**config.mk**
```make
export PLATFORM = sky130hd
export DESIGN_NAME = tx_framer
export DESIGN_NICKNAME = d
export VERILOG_FILES = /design/src/rtl/tx_framer.sv
export SDC_FILE = /design/constraint.sdc
export NUM_CORES = 1
export LEC_CHECK = 0
export CORE_MARGIN = 2
export CORE_UTILIZATION = 30
export DETAILED_ROUTE_END_ITERATION = 10
export PLACE_DENSITY = 0.48
export SLEW_MARGIN = 15
export SYNTH_ARGS = -nofsm -noshare
export SYNTH_HDL_FRONTEND = slang
export SYNTH_SLANG_ARGS = --single-unit
```
**constraint.sdc**
```tcl
create_clock -name i_Pclk -period 3.2 [get_ports i_Pclk]
set_input_delay 0.64 -clock i_Pclk [delete_from_list [all_inputs] [get_ports i_Pclk]]
set_output_delay 0.64 -clock i_Pclk [all_outputs]
set_load 0.01 [all_outputs]
```
**src/rtl/tx_framer.sv**
```systemverilog
`default_nettype none
// ============================================================================
// Module  : tx_framer
// Brief   : Byte FIFO plus 11-bit frame builder feeding a TX shifter via an
//           Enable/Done handshake. Macro TX_FRAMER_PARITY_EN enables parity;
//           without it, bit 9 becomes a second stop bit.
// Revision: 1.0
// ============================================================================
module tx_framer #(
    parameter int DEPTH = 4,
    parameter int AW    = 2
) (
    input  logic          i_Pclk,
    input  logic          i_Rst_n,
    input  logic          i_Wr_Valid,
    input  logic [7:0]    i_Wr_Data,
    output logic          o_Wr_Ready,
    input  logic          i_Parity_Odd,
    output logic          o_Enable,
    output logic [10:0]   o_Data,
    input  logic          i_Done,
    output logic          o_Busy,
    output logic [AW:0]   o_Count,
    output logic          o_Frame_Done
);

    typedef enum logic [1:0] {
        ST_IDLE = 2'd0,
        ST_LOAD = 2'd1,
        ST_BUSY = 2'd2
    } state_t;

    localparam logic [AW:0] C_FULL = (AW+1)'(DEPTH);

    state_t        state_q, state_d;
    logic [7:0]    mem_q [DEPTH];
    logic [AW-1:0] wr_ptr_q, wr_ptr_d;
    logic [AW-1:0] rd_ptr_q, rd_ptr_d;
    logic [AW:0]   count_q, count_d;
    logic          done_q;
    logic          enable_q, enable_d;
    logic [10:0]   data_q, data_d;
    logic          frame_done_q, frame_done_d;

    logic          wr_en;
    logic          pop;
    logic          done_evt;
    logic [7:0]    head;
    logic          bit9;

    assign head     = mem_q[rd_ptr_q];
    assign done_evt = i_Done & ~done_q;
    assign wr_en    = i_Wr_Valid & (count_q != C_FULL);
    assign pop      = (state_q == ST_IDLE) & (count_q != '0);

`ifdef TX_FRAMER_PARITY_EN
    assign bit9 = ^head ^ i_Parity_Odd;
`else
    logic unused_parity;
    assign unused_parity = i_Parity_Odd;
    assign bit9          = 1'b1;
`endif

    always_comb begin
        state_d      = state_q;
        wr_ptr_d     = wr_ptr_q;
        rd_ptr_d     = rd_ptr_q;
        count_d      = count_q + (AW+1)'(wr_en) - (AW+1)'(pop);
        enable_d     = 1'b0;
        data_d       = data_q;
        frame_done_d = 1'b0;

        if (wr_en) begin
            wr_ptr_d = wr_ptr_q + 1'b1;
        end

        case (state_q)
            ST_IDLE: begin
                if (pop) begin
                    rd_ptr_d = rd_ptr_q + 1'b1;
                    data_d   = {1'b1, bit9, head, 1'b0};
                    enable_d = 1'b1;
                    state_d  = ST_LOAD;
                end
            end
            ST_LOAD: begin
                state_d = ST_BUSY;
            end
            ST_BUSY: begin
                // Only a rising Done while a frame is in flight closes it.
                if (done_evt) begin
                    frame_done_d = 1'b1;
                    state_d      = ST_IDLE;
                end
            end
            default: begin
                state_d = ST_IDLE;
            end
        endcase
    end

    always_ff @(posedge i_Pclk or negedge i_Rst_n) begin
        if (!i_Rst_n) begin
            state_q      <= ST_IDLE;
            wr_ptr_q     <= '0;
            rd_ptr_q     <= '0;
            count_q      <= '0;
            done_q       <= 1'b0;
            enable_q     <= 1'b0;
            data_q       <= 11'h7FF;
            frame_done_q <= 1'b0;
        end else begin
            state_q      <= state_d;
            wr_ptr_q     <= wr_ptr_d;
            rd_ptr_q     <= rd_ptr_d;
            count_q      <= count_d;
            done_q       <= i_Done;
            enable_q     <= enable_d;
            data_q       <= data_d;
            frame_done_q <= frame_done_d;
        end
    end

    // Storage needs no reset: occupancy and pointers define validity.
    always_ff @(posedge i_Pclk) begin
        if (wr_en) begin
            mem_q[wr_ptr_q] <= i_Wr_Data;
        end
    end

    assign o_Wr_Ready   = (count_q != C_FULL);
    assign o_Enable     = enable_q;
    assign o_Data       = data_q;
    assign o_Frame_Done = frame_done_q;
    assign o_Count      = count_q;
    assign o_Busy       = (state_q != ST_IDLE) | (count_q != '0);

endmodule
`default_nettype wire

```
==> reports/metrics.yaml, run 1 <==
worst_setup_path:
  slowest_stage: "dfrtp_1"
  crit_family: "adder cells"
  crit_chain: "or3_1, nand2_2, inv_4, ha_1, inv_1, ha_1, fa_1, xor2_1, xnor2_1"
  arrival_ns: 2.58
  worstPathRequired_ns: 3.40
  worstSetupPathType: "reg2reg"
  critPathMaxFanout: 10
  endpoint_kind: "flop"
  critPathMaxStageDelay_ns: 0.44
  cp-start-kind: "flop"
  cp_common_cell: "ha_1"
  critical_path_buf_inv_count: 2
floorplan:
  die_x_um: 88.18
  rows: 30
  coreArea_mm2: 0.006832
  dieArea_mm2: 0.007776
  ios: 31
  die_height_um: 88.18
  initial_core_util_pct: 31.12
drt:
  wl_mm: 3.597
  vias: 992
  drc: 0
  drt_pre_antenna_iters: 4
  drtAntennaViolNets: 0
  drt-initial-drc-count: 103
  wl_per_cell_um: 14.93
  post_drt_via_cell_ratio: 4.116
cts:
  cts_root_buf: "clkbuf_8"
  worst_skew_pair.late_latency_ns: 0.31
  post_cts_buffers: 0
  h-tree-depth: 2
  clock_path_buffers: 2
  numCtsBuffers: 5
  cts_hold_buf: 0
  cts_sinks: 53
  path_clk_slew_ns: 0.10
  cts_tree: "done"
  cts_resized: 0
min_path:
  hold_class: "reg2reg"
place:
  hpwl_mm: 2.496
  numPortBuffers: 27
  gp_congestion: 0.6971
cells_and_area:
  n_antenna_cell: 0
  layout_common_cells: "edfxtp_1, clkdlybuf4s50_1, dfrtp_1, mux2_4, dfstp_2"
  synthToLayoutAreaGrowth_pct: 24.25
  nFillCells: 648
  layout_commonest_cell: "edfxtp_1"
  nets: 164
  final_util_pct: 38.66
  drive_gt1_share_pct: 29.66
synthesis:
  seq_area_frac_synth_pct: 70.45
  ys_types: 28
  synthCells: 112
  ys_ff_latch: 53
  avgSynthCellArea_um2: 18.98
  yosys_warnings: 0
  netlist_area_mm2: 0.002126
timing:
  rsz0062_at_grt: "false"
  slew_headroom_pct: 42.46
  fin_tns_setup_ns: 0
  max_slew.worst_pin.slew_ns: 0.8604
  finClkSkew_ns: 0.006347
  max_freq_mhz: 420.0
  slew_viol_final: 0
  setup_viol: 0
  fin_crit_sh_pct: 74.40
  finalHoldViolCount: 0
  fin_crit_ns: 2.381
power:
  p_per_area_mw_per_mm2: 979.9
  vdd_drop_max_mv: 0.2873
  p_leak_nw: 0.9992
status:
  outcome: "completed"
run:
  drv_cap: 0
grt:
  antenna_found_initial: 0
  grt.total_usage_pct: 10.24
  grt_overflow: 0
  grt_pass1_wl_mm: 5.637
  grt_pass1_vias: 1065
  grt_max_degree: 19
-- where the power goes --
| group | leakage, nW | switching, mW | internal [mW] |
|---|---|---|---|
| logic | 0.399 | 0.359 | 0.545 |
| registers | 0.532 | 0.164 | 0.984 |
| clock network | 0.0687 | 0.222 | 0.315 |
-- Yosys cell counts (all sizes together) --
cell    instances  share of area, %
edfxtp         32                45
dfrtp          12                14
dfstp           9                11
inv             9               1.7
mux2            9               6.4
mux4            8               8.5
ha              6               3.5
and3            4               1.4
xnor2           4               1.6
buf             3              0.94
and2            2              0.71
nand2           2              0.47
clkbuf          1              0.18
conb            1              0.18
fa              1              0.94
mux2i           1              0.47
nand3           1              0.24
nor2            1              0.18
nor3            1              0.24
nor4b           1              0.41
o21ai           1              0.24
or3             1              0.29
or3b            1              0.53
xor2            1              0.41
-- worst paths after layout --
kind,start,to,slack [ns],cells past startpoint
worst max-delay path,o_Count[2]$_DFF_PN0_,o_Count[2]$_DFF_PN0_,0.82,9
worst min-delay path,done_q$_DFF_PN0_,o_Frame_Done$_DFF_PN0_,0.44,1
worst max register to register,o_Count[2]$_DFF_PN0_,o_Count[2]$_DFF_PN0_,0.82,9
worst min register to register,done_q$_DFF_PN0_,o_Frame_Done$_DFF_PN0_,0.44,1
max in group asynchronous,i_Rst_n,o_Data[3]$_DFFE_PN1P_,1.71,2
min in group asynchronous,i_Rst_n,o_Count[2]$_DFF_PN0_,0.82,1
-- per-layer routing --
metal | global-route usage (%) | routed length [um] | vias up
li1 | - | - | 465
met1 | 12.04 | 1508 | 504
met2 | 17.09 | 1889 | 18
met3 | 2.828 | 112 | 5
met4 | 5.372 | 86 | 0
met5 | 0 | 0 | -
-- stage by stage --
step	setup slack, ns	cells	hold WS (ns)	total power, mW	instance area [um^2]
5_1_grt	0.6615	241	0.4596	2.751	2641
6_report	0.8191	241	0.4380	2.588	2641
4_1_cts	0.7931	241	0.4327	2.636	2641
3_3_place_gp	0.5890	233	0.4140	2.042	2504
2_1_floorplan	0.9027	113	0.3444	1.743	2130
3_5_place_dp	0.5365	233	0.4190	2.093	2504
-- cell type report --
cell class	instances	area (um^2)	area share (%)
Tap cell	96	120.1	4.548
Inverter	9	36.28	1.374
Clock buffer	5	68.82	2.605
Multi-Input combinational cell	47	571.8	21.65
Sequential cell	53	1498	56.70
Timing Repair Buffer	28	277.8	10.52
Clock inverter	3	68.82	2.605
-- state kept, by name, summed over array words and instances (netlist names) --
signal	flops
o_Data	9
rd_ptr_q	2
mem_q	32
o_Enable	1
done_q	1
o_Count	3
o_Frame_Done	1
state_q	2
wr_ptr_q	2
-- cells by family (layout without fill, tap and decap cells) --
logic type / Yosys count / after routing / synth area share, %
AOI/OAI and AO/OA: 1 / 1 / 0.2352
xor gates and xnor gates: 5 / 5 / 2.060
adders and majority gates: 7 / 7 / 4.473
buffers and inverters: 13 / 45 / 2.825
DFF: 53 / 53 / 70.45
muxes: 18 / 18 / 15.30
other: 1 / 2 / 0.1764
and+or+nand+nor: 14 / 14 / 4.473
(Power assumes the default switching activity.)
==> run 2: changes to the inputs <==
--- a/config.mk
+++ b/config.mk
@@ -8,7 +8,7 @@
 export CORE_MARGIN = 2
 export CORE_UTILIZATION = 30
 export DETAILED_ROUTE_END_ITERATION = 10
-export PLACE_DENSITY = 0.48
+export PLACE_DENSITY = 0.5
 export SLEW_MARGIN = 15
 export SYNTH_ARGS = -nofsm -noshare
 export SYNTH_HDL_FRONTEND = slang
==> constraint.sdc (replaced) <==
create_clock -name i_Pclk -period 2.1 [get_ports i_Pclk]
set_input_delay 0.42 -clock i_Pclk [delete_from_list [all_inputs] [get_ports i_Pclk]]
set_output_delay 0.42 -clock i_Pclk [all_outputs]
set_load 0.01 [all_outputs]
==> reports/metrics.yaml, run 2 (synthesized netlist as in run 1, its figures left out) <==
power:
  power_mw: 4.100
  vdd_drop_max_mv: 0.5107
  p_per_area_mw_per_mm2: 1488
  p_leak_nw: 1.045
cts:
  cts_tree: "done"
  cts_sinks: 53
  cts_root_buf: "clkbuf_8"
  clock_path_buffers: 2
  numCtsBuffers: 5
  path_clk_slew_ns: 0.09
  h-tree-depth: 2
  worst_skew_pair.late_latency_ns: 0.31
run:
  drv_cap: 0
cells_and_area:
  drive_gt1_share_pct: 39.87
  regMostFlops: "mem_q"
  nets: 177
  layout_commonest_cell: "edfxtp_1"
  layout_common_cells: "edfxtp_1, clkdlybuf4s50_1, buf_4, dfrtp_1"
  nFillCells: 647
  area.sequential_mm2: 0.001500
  largest_reg_flops: 32
  final_area_mm2: 0.002755
  n_antenna_cell: 0
  synthToLayoutAreaGrowth_pct: 29.61
  multi_input_area_um2: 609.3
floorplan:
  die_height_um: 88.18
  ios: 31
  initial_core_util_pct: 31.12
  rows: 30
  coreArea_mm2: 0.006832
  dieArea_mm2: 0.007776
  die_x_um: 88.18
timing:
  finalHoldViolCount: 0
  fin_tns_setup_ns: -0.02597
  timing.final.ws_setup_ns: -0.02597
  max_freq_mhz: 470.4
  slew_viol_final: 0
  fin_crit_sh_pct: 101.2
  rsz0062_at_grt: "true"
  finClkSkew_ns: 0.01223
  fin_crit_ns: 2.126
  setup_viol: 1
grt:
  grt.total_usage_pct: 10.56
  met3_usage_pct: 2.922
  antenna_found_initial: 0
  grt_overflow: 0
  grt_max_degree: 22
  use_met2_pct: 17.50
  grt_pass1_vias: 1129
  grt_pass1_wl_mm: 5.913
  grt.busiest_layer: "met2"
  grt_util_met1_pct: 13.33
worst_setup_path:
  critPathMaxFanout: 3
  critical_path_buf_inv_count: 2
  critPathMaxStageDelay_ns: 0.43
  crit_chain: "or3_4, nand2_4, inv_8, ha_4, inv_2, ha_4, fa_2, xor2_1, xnor2_1"
  timing.rr.end: "o_Count[2]$_DFF_PN0_"
  worstSetupPathType: "reg2reg"
  arrival_ns: 2.32
  endpoint_kind: "flop"
  worstPathRequired_ns: 2.29
  slowest_stage: "dfrtp_2"
  r2r-start: "o_Count[1]$_DFF_PN0_"
  crit_family: "adder cells"
  path_depth: 9
  rrSetupSlack_ns: -0.03
  cp_common_cell: "ha_4"
  cp-start-kind: "flop"
  worst-r2r-cell-count: 9
drt:
  drc: 0
  drt-initial-drc-count: 36
  wl_mm: 3.733
  vias: 1063
  drtAntennaViolNets: 0
  drt_pre_antenna_iters: 4
  post_drt_via_cell_ratio: 4.185
  wl_per_cell_um: 14.70
min_path:
  hold_class: "reg2reg"
  min_from: "done_q$_DFF_PN0_"
  holdPathStages: 1
  hold_end: "o_Frame_Done$_DFF_PN0_"
place:
  dp_slack_ns: -0.1856
  gp_congestion: 0.7591
  numPortBuffers: 27
  hpwl_mm: 2.570
  place_area_mm2: 0.002639
status:
  violations: "setup timing"
  outcome: "finished with violations"
==> run 2: how the worst max path moves through the flow <==
| stage | slack (ns) | end | start |
|---|---|---|---|
| after global routing | -0.09 | o_Count[2]$_DFF_PN0_ | o_Count[1]$_DFF_PN0_ |
| after CTS | -0.04 | o_Count[2]$_DFF_PN0_ | o_Count[1]$_DFF_PN0_ |
| after floorplan | -0.09 | o_Count[2]$_DFF_PN0_ | o_Count[0]$_DFF_PN0_ |
| after global placement | -0.15 | o_Count[2]$_DFF_PN0_ | i_Wr_Valid |
| final | -0.03 | o_Count[2]$_DFF_PN0_ | o_Count[1]$_DFF_PN0_ |
| after detailed placement | -0.19 | o_Count[2]$_DFF_PN0_ | i_Wr_Valid |
==> run 2: what timing repair did <==
item                                    CTS  global route
buffers inserted                          1             0
endpoints found under the setup margin    2             1
pin swaps                                 4             0
resized for setup                         2             0
hold buffers                              0             0
==> run 2: per-stage QoR <==
stage / hold slack (ns) / utilization, % / std cells
CTS: 0.4320 / 40.33 / 254
detailed placement: 0.4180 / 38.63 / 245
global route: 0.4654 / 40.33 / 254
floorplan: 0.1244 / - / 113
global placement: 0.4131 / 38.63 / 245
finish: 0.4365 / 40.33 / 254
==> run 2: where the power goes <==
part	switching (mW)	total, mW	leakage, nW	internal [mW]
Sequential	0.184	1.69	0.530	1.50
Clock	0.337	0.698	0.0558	0.361
Combinational	0.696	1.72	0.460	1.02
==> run 2: worst reg2reg max path, cell delays in order, from the launching register on <==
cell	delay, ns
dfrtp_2	0.43
or3_4	0.41
nand2_4	0.11
inv_8	0.03
ha_4	0.25
inv_2	0.04
ha_4	0.15
fa_2	0.33
xor2_1	0.15
xnor2_1	0.13
==> run 2: cell type report <==
| class | count | share of cell area, % |
|---|---|---|
| Clock inverter | 2 | 1.408 |
| Sequential cell | 53 | 54.45 |
| Timing Repair Buffer | 41 | 13.53 |
| Multi-Input combinational cell | 47 | 22.12 |
| Inverter | 9 | 1.499 |
| Tap cell | 96 | 4.360 |
| Clock buffer | 6 | 2.634 |
==> run 2: metal layers <==
metal / wire [um] / vias up
met3: 110 / 6
met4: 70 / 0
li1: - / 493
met5: 0 / -
met2: 1953 / 18
met1: 1599 / 546
==> run 3: changes to the inputs <==
--- a/config.mk
+++ b/config.mk
@@ -6,9 +6,9 @@
 export NUM_CORES = 1
 export LEC_CHECK = 0
 export CORE_MARGIN = 2
-export CORE_UTILIZATION = 30
+export CORE_UTILIZATION = 48
 export DETAILED_ROUTE_END_ITERATION = 10
-export PLACE_DENSITY = 0.5
+export PLACE_DENSITY = 0.74
 export SLEW_MARGIN = 15
 export SYNTH_ARGS = -nofsm -noshare
 export SYNTH_HDL_FRONTEND = slang
==> reports/metrics.yaml, run 3 (synthesized netlist as in run 1, its figures left out) <==
status:
  outcome: "finished with violations"
  violations: "setup timing"
worst_setup_path:
  critPathMaxFanout: 4
  cp_common_cell: "ha_4"
  crit_family: "adder cells"
  critPathMaxStageDelay_ns: 0.43
  endpoint_kind: "flop"
  arrival_ns: 2.33
  crit_chain: "or3_4, nand2_4, inv_8, ha_4, inv_2, ha_4, fa_2, xor2_2, xnor2_1"
  worstSetupPathType: "reg2reg"
  cp-start-kind: "flop"
  slowest_stage: "dfrtp_2"
  worstPathRequired_ns: 2.29
  critical_path_buf_inv_count: 2
cells_and_area:
  regMostFlops: "mem_q"
  layout_common_cells: "edfxtp_1, clkdlybuf4s50_1, buf_4, dfrtp_1"
  layout.cells.non_filler: 209
  nets: 176
  n_antenna_cell: 0
  drive_gt1_share_pct: 40.76
  largest_reg_flops: 32
  final_area_mm2: 0.002686
  layout_commonest_cell: "edfxtp_1"
  synthToLayoutAreaGrowth_pct: 26.37
timing:
  fin_tns_setup_ns: -0.03835
  finClkSkew_ns: 0.007737
  setup_viol: 1
  max_freq_mhz: 467.6
  rsz0062_at_grt: "true"
  fin_crit_ns: 2.138
  fin_crit_sh_pct: 101.8
  slew_viol_final: 0
  timing.final.ws_setup_ns: -0.03835
  finalHoldViolCount: 0
place:
  hpwl_mm: 2.288
  place_area_mm2: 0.002576
  dp_slack_ns: -0.1785
  placedCellCount: 200
  numPortBuffers: 27
  gp_congestion: 0.7249
floorplan:
  ios: 31
  die_height_um: 70.55
  initial_core_util_pct: 49.16
  die_x_um: 70.55
  rows: 24
  dieArea_mm2: 0.004977
  coreArea_mm2: 0.004324
grt:
  grt_max_degree: 22
  grt_overflow: 0
  grt.total_usage_pct: 14.85
  grt_pass1_vias: 1088
  grt_pass1_wl_mm: 5.319
  antenna_found_initial: 0
cts:
  cts_sinks: 53
  clock_path_buffers: 2
  cts_root_buf: "clkbuf_8"
  worst_skew_pair.late_latency_ns: 0.30
  path_clk_slew_ns: 0.09
  numCtsBuffers: 5
  cts_tree: "done"
  h-tree-depth: 2
drt:
  wl_mm: 3.244
  drt-initial-drc-count: 34
  drc: 0
  drt_pre_antenna_iters: 4
  drtAntennaViolNets: 0
  post_drt_via_cell_ratio: 5.100
  vias: 1066
  wl_per_cell_um: 15.52
power:
  power.internal_mw: 2.796
  switching_share_pct: 29.60
  vdd_drop_max_mv: 0.6688
  p_per_area_mw_per_mm2: 1479
  clkPwrFrac_pct: 14.8
  p_comb_share_pct: 42.4
  pwr-share-seq_pct: 42.7
  power_switching_mw: 1.176
  p_leak_nw: 1.038
run:
  drv_cap: 0
min_path:
  hold_class: "reg2reg"
run 3: changes by cell type in the layout (fill, tap and decap cells not counted):
cell	delta
clkinv_4	+1
inv_6	-1
bufinv_16	-1
clkbuf_8	+1
clkinv_2	+1
xor2_1	-1
clkdlybuf4s50_1	+1
clkbuf_1	-1
buf_4	-1
dlygate4sd2_1	-1
xor2_2	+1
run 3: worst paths after layout:
kind                                           start                       to  slack [ns]  cells after the start
worst max-delay path            o_Count[0]$_DFF_PN0_     o_Count[2]$_DFF_PN0_       -0.04                      9
worst min-delay path                done_q$_DFF_PN0_   o_Frame_Done$_DFF_PN0_        0.45                      1
worst max register to register  o_Count[0]$_DFF_PN0_     o_Count[2]$_DFF_PN0_       -0.04                      9
worst min register to register      done_q$_DFF_PN0_   o_Frame_Done$_DFF_PN0_        0.45                      1
max in group asynchronous                    i_Rst_n    o_Data[4]$_DFFE_PN1P_        1.36                      2
min in group asynchronous                    i_Rst_n  wr_ptr_q[1]$_DFFE_PN0P_        0.46                      2
run 3: per-stage QoR:
step	hold WS (ns)	total power [mW]	util [%]
global route	0.4716	4.226	62.12
detailed placement	0.4418	3.410	59.58
finish	0.4467	3.972	62.12
global placement	0.4127	3.311	59.58
CTS	0.4538	3.992	61.78
floorplan	0.1244	2.752	-
run 3: power by group through the flow:
stage | logic (mW) | clock network (mW) | registers (mW)
after global routing | 1.84 | 0.651 | 1.74
after detailed placement | 1.68 | 0 | 1.73
after CTS | 1.68 | 0.608 | 1.71
final | 1.69 | 0.589 | 1.70
after floorplan | 1.03 | 0 | 1.72
after global placement | 1.60 | 0 | 1.71
run 3: layout make-up:
type | count | area (um^2)
Clock buffer | 6 | 82.58
Multi-Input combinational cell | 47 | 616.8
Fill cell | 327 | 1638
Tap cell | 52 | 65.06
Clock inverter | 2 | 13.76
Sequential cell | 53 | 1500
Inverter | 9 | 41.29
Timing Repair Buffer | 40 | 366.6
run 3: per-layer routing:
layer,GRT usage [%],vias up,wire (um)
met4,6.289,0,34
met3,5.128,2,101
met1,17.66,552,1295
met2,24.84,22,1814
met5,0,-,0
li1,-,490,-
run 3: repair_timing:
| action | 4_1_cts | 5_1_grt |
|---|---|---|
| setup endpoints to repair | 2 | 1 |
| setup buffers | 0 | 1 |
| gates resized for setup | 1 | 1 |
| cloned | 0 | 0 |
| pin swaps | 4 | 3 |
| hold buffers | 0 | 0 |
==> edit, RTL diff (flow settings as in run 1) <==
Make the reset (`i_Rst_n`) synchronous in one clocked block.
--- a/src/rtl/tx_framer.sv
+++ b/src/rtl/tx_framer.sv
@@ -99,7 +99,7 @@
         endcase
     end
 
-    always_ff @(posedge i_Pclk or negedge i_Rst_n) begin
+    always_ff @(posedge i_Pclk) begin
         if (!i_Rst_n) begin
             state_q      <= ST_IDLE;
             wr_ptr_q     <= '0;
Check against the original RTL: differs if i_Rst_n is asserted again (counterexample within 4 cycles, from zero or initial values and one cycle with i_Rst_n low); with i_Rst_n held inactive, the same outputs for 10 cycles.
==> edit against run 1 <==
  * Routed wire length up 3.6%
  * Register-to-register slack better by 0.04 ns
  * First-iteration DRC count down 41%
  * Synthesized area decreased by 0.65%
  * Combinational power shrank 19%
  * Sequential cell count unchanged
  * Setup slack got worse by 0.11 ns
  * Total power is 21% lower
  * Clock power shrank 33%
  * Cell area decreased by 3.8%
==> edit: results (changes against run 1) <==
INFO  sta            finalClockSkew=0.00665ns [+0.000300 ns]
INFO  routing        drt-initial-drc-count=61 [-41%]
INFO  yosys          synth-seq-area-share=65.4% [-5.1 points]
INFO  routing        detail_route.wirelength=3730um [+3.6%]
INFO  hold_path      min_delay_worst_endpoint=o_Data[0]$_SDFFE_PN1P_
INFO  placement      place_congestion=0.650 [-6.8%]
INFO  final_layout   finish.net_count=196 [+20%]
INFO  setup_path     startpoint=i_Wr_Valid
INFO  pwr            maximum_resistive_drop_on_vdd=0.204mV [-29%]
INFO  global_routing met1_track_demand_over_resource=14.2% [+2.2 points]
INFO  routing        routed-wl-met3=169um [+51%]
INFO  placement      cell_area_reported_after_detailed_placement=0.00245sqmm [-2.0%]
INFO  global_routing grt_pass1_vias=1207 [+13%]
INFO  sta            maxSlewHeadroom=57.0% [+15 points]
INFO  placement      dp_hpwl=2630um [+5.5%]
INFO  pwr            share_comb_of_total_power=35.7% [+0.8 points]
INFO  hold_path      hold_start=o_Data[0]$_SDFFE_PN1P_
INFO  pwr            power.clock.fraction=17.7% [-3.0 points]
INFO  global_routing grt_usage=10.6% [+0.38 points]
INFO  setup_path     timing.critical_path.slowest_stage_cell=sky130_fd_sc_hd__clkdlybuf4s50_1
INFO  setup_path     regToRegStartpoint=o_Count[2]$_SDFF_PN0_
INFO  setup_path     arrival=2.69ns [+0.11 ns]
INFO  global_routing grt_first_pass_wirelength=6070um [+7.7%]
INFO  setup_path     timing.critical_path.slowest_cell_delay=0.62ns [+0.18 ns]
INFO  final_layout   fin_cells=273 [+13%]
INFO  yosys          synth.top_cells.by_count=sky130_fd_sc_hd__edfxtp_1, sky130_fd_sc_hd__dfxtp_1, sky130_fd_sc_hd__nand3_1
INFO  pwr            intPower=1380uW [-25%]
INFO  setup_path     crit_fanout=9 [-1]
INFO  outcome        outcome=finished, final reports clean
INFO  placement      detailedPlace.worstSlack=0.407ns [-0.129 ns]
INFO  routing        met1Wirelength=1820um [+20%]
INFO  yosys          synth.distinct_cells=32 [+14%]
-- edit: kinds of logic (layout without fill, tap and decap cells) --
kind of cell             Yosys count  in the layout  share of synthesized area (%)
adder cells (fa/ha/maj)            7              7                           4.50
AND/OR/NAND/NOR                   46             46                           12.0
XOR/XNOR                           2              2                          0.830
multiplexers                       9              9                           9.00
flip-flops                        53             53                           65.4
AO/OA/AOI/OAI                     16             16                           4.21
other                              1              2                          0.178
buffers and inverters             16             42                           3.91
-- edit: final cells by class --
| cell class | count | area (sq um) |
|---|---|---|
| Clock buffer | 5 | 68.8 |
| Clock inverter | 3 | 17.5 |
| Fill cell | 642 | 4250 |
| Inverter | 6 | 22.5 |
| Multi-Input combinational cell | 82 | 652 |
| Sequential cell | 53 | 1380 |
| Tap cell | 96 | 120 |
| Timing Repair Buffer | 28 | 278 |
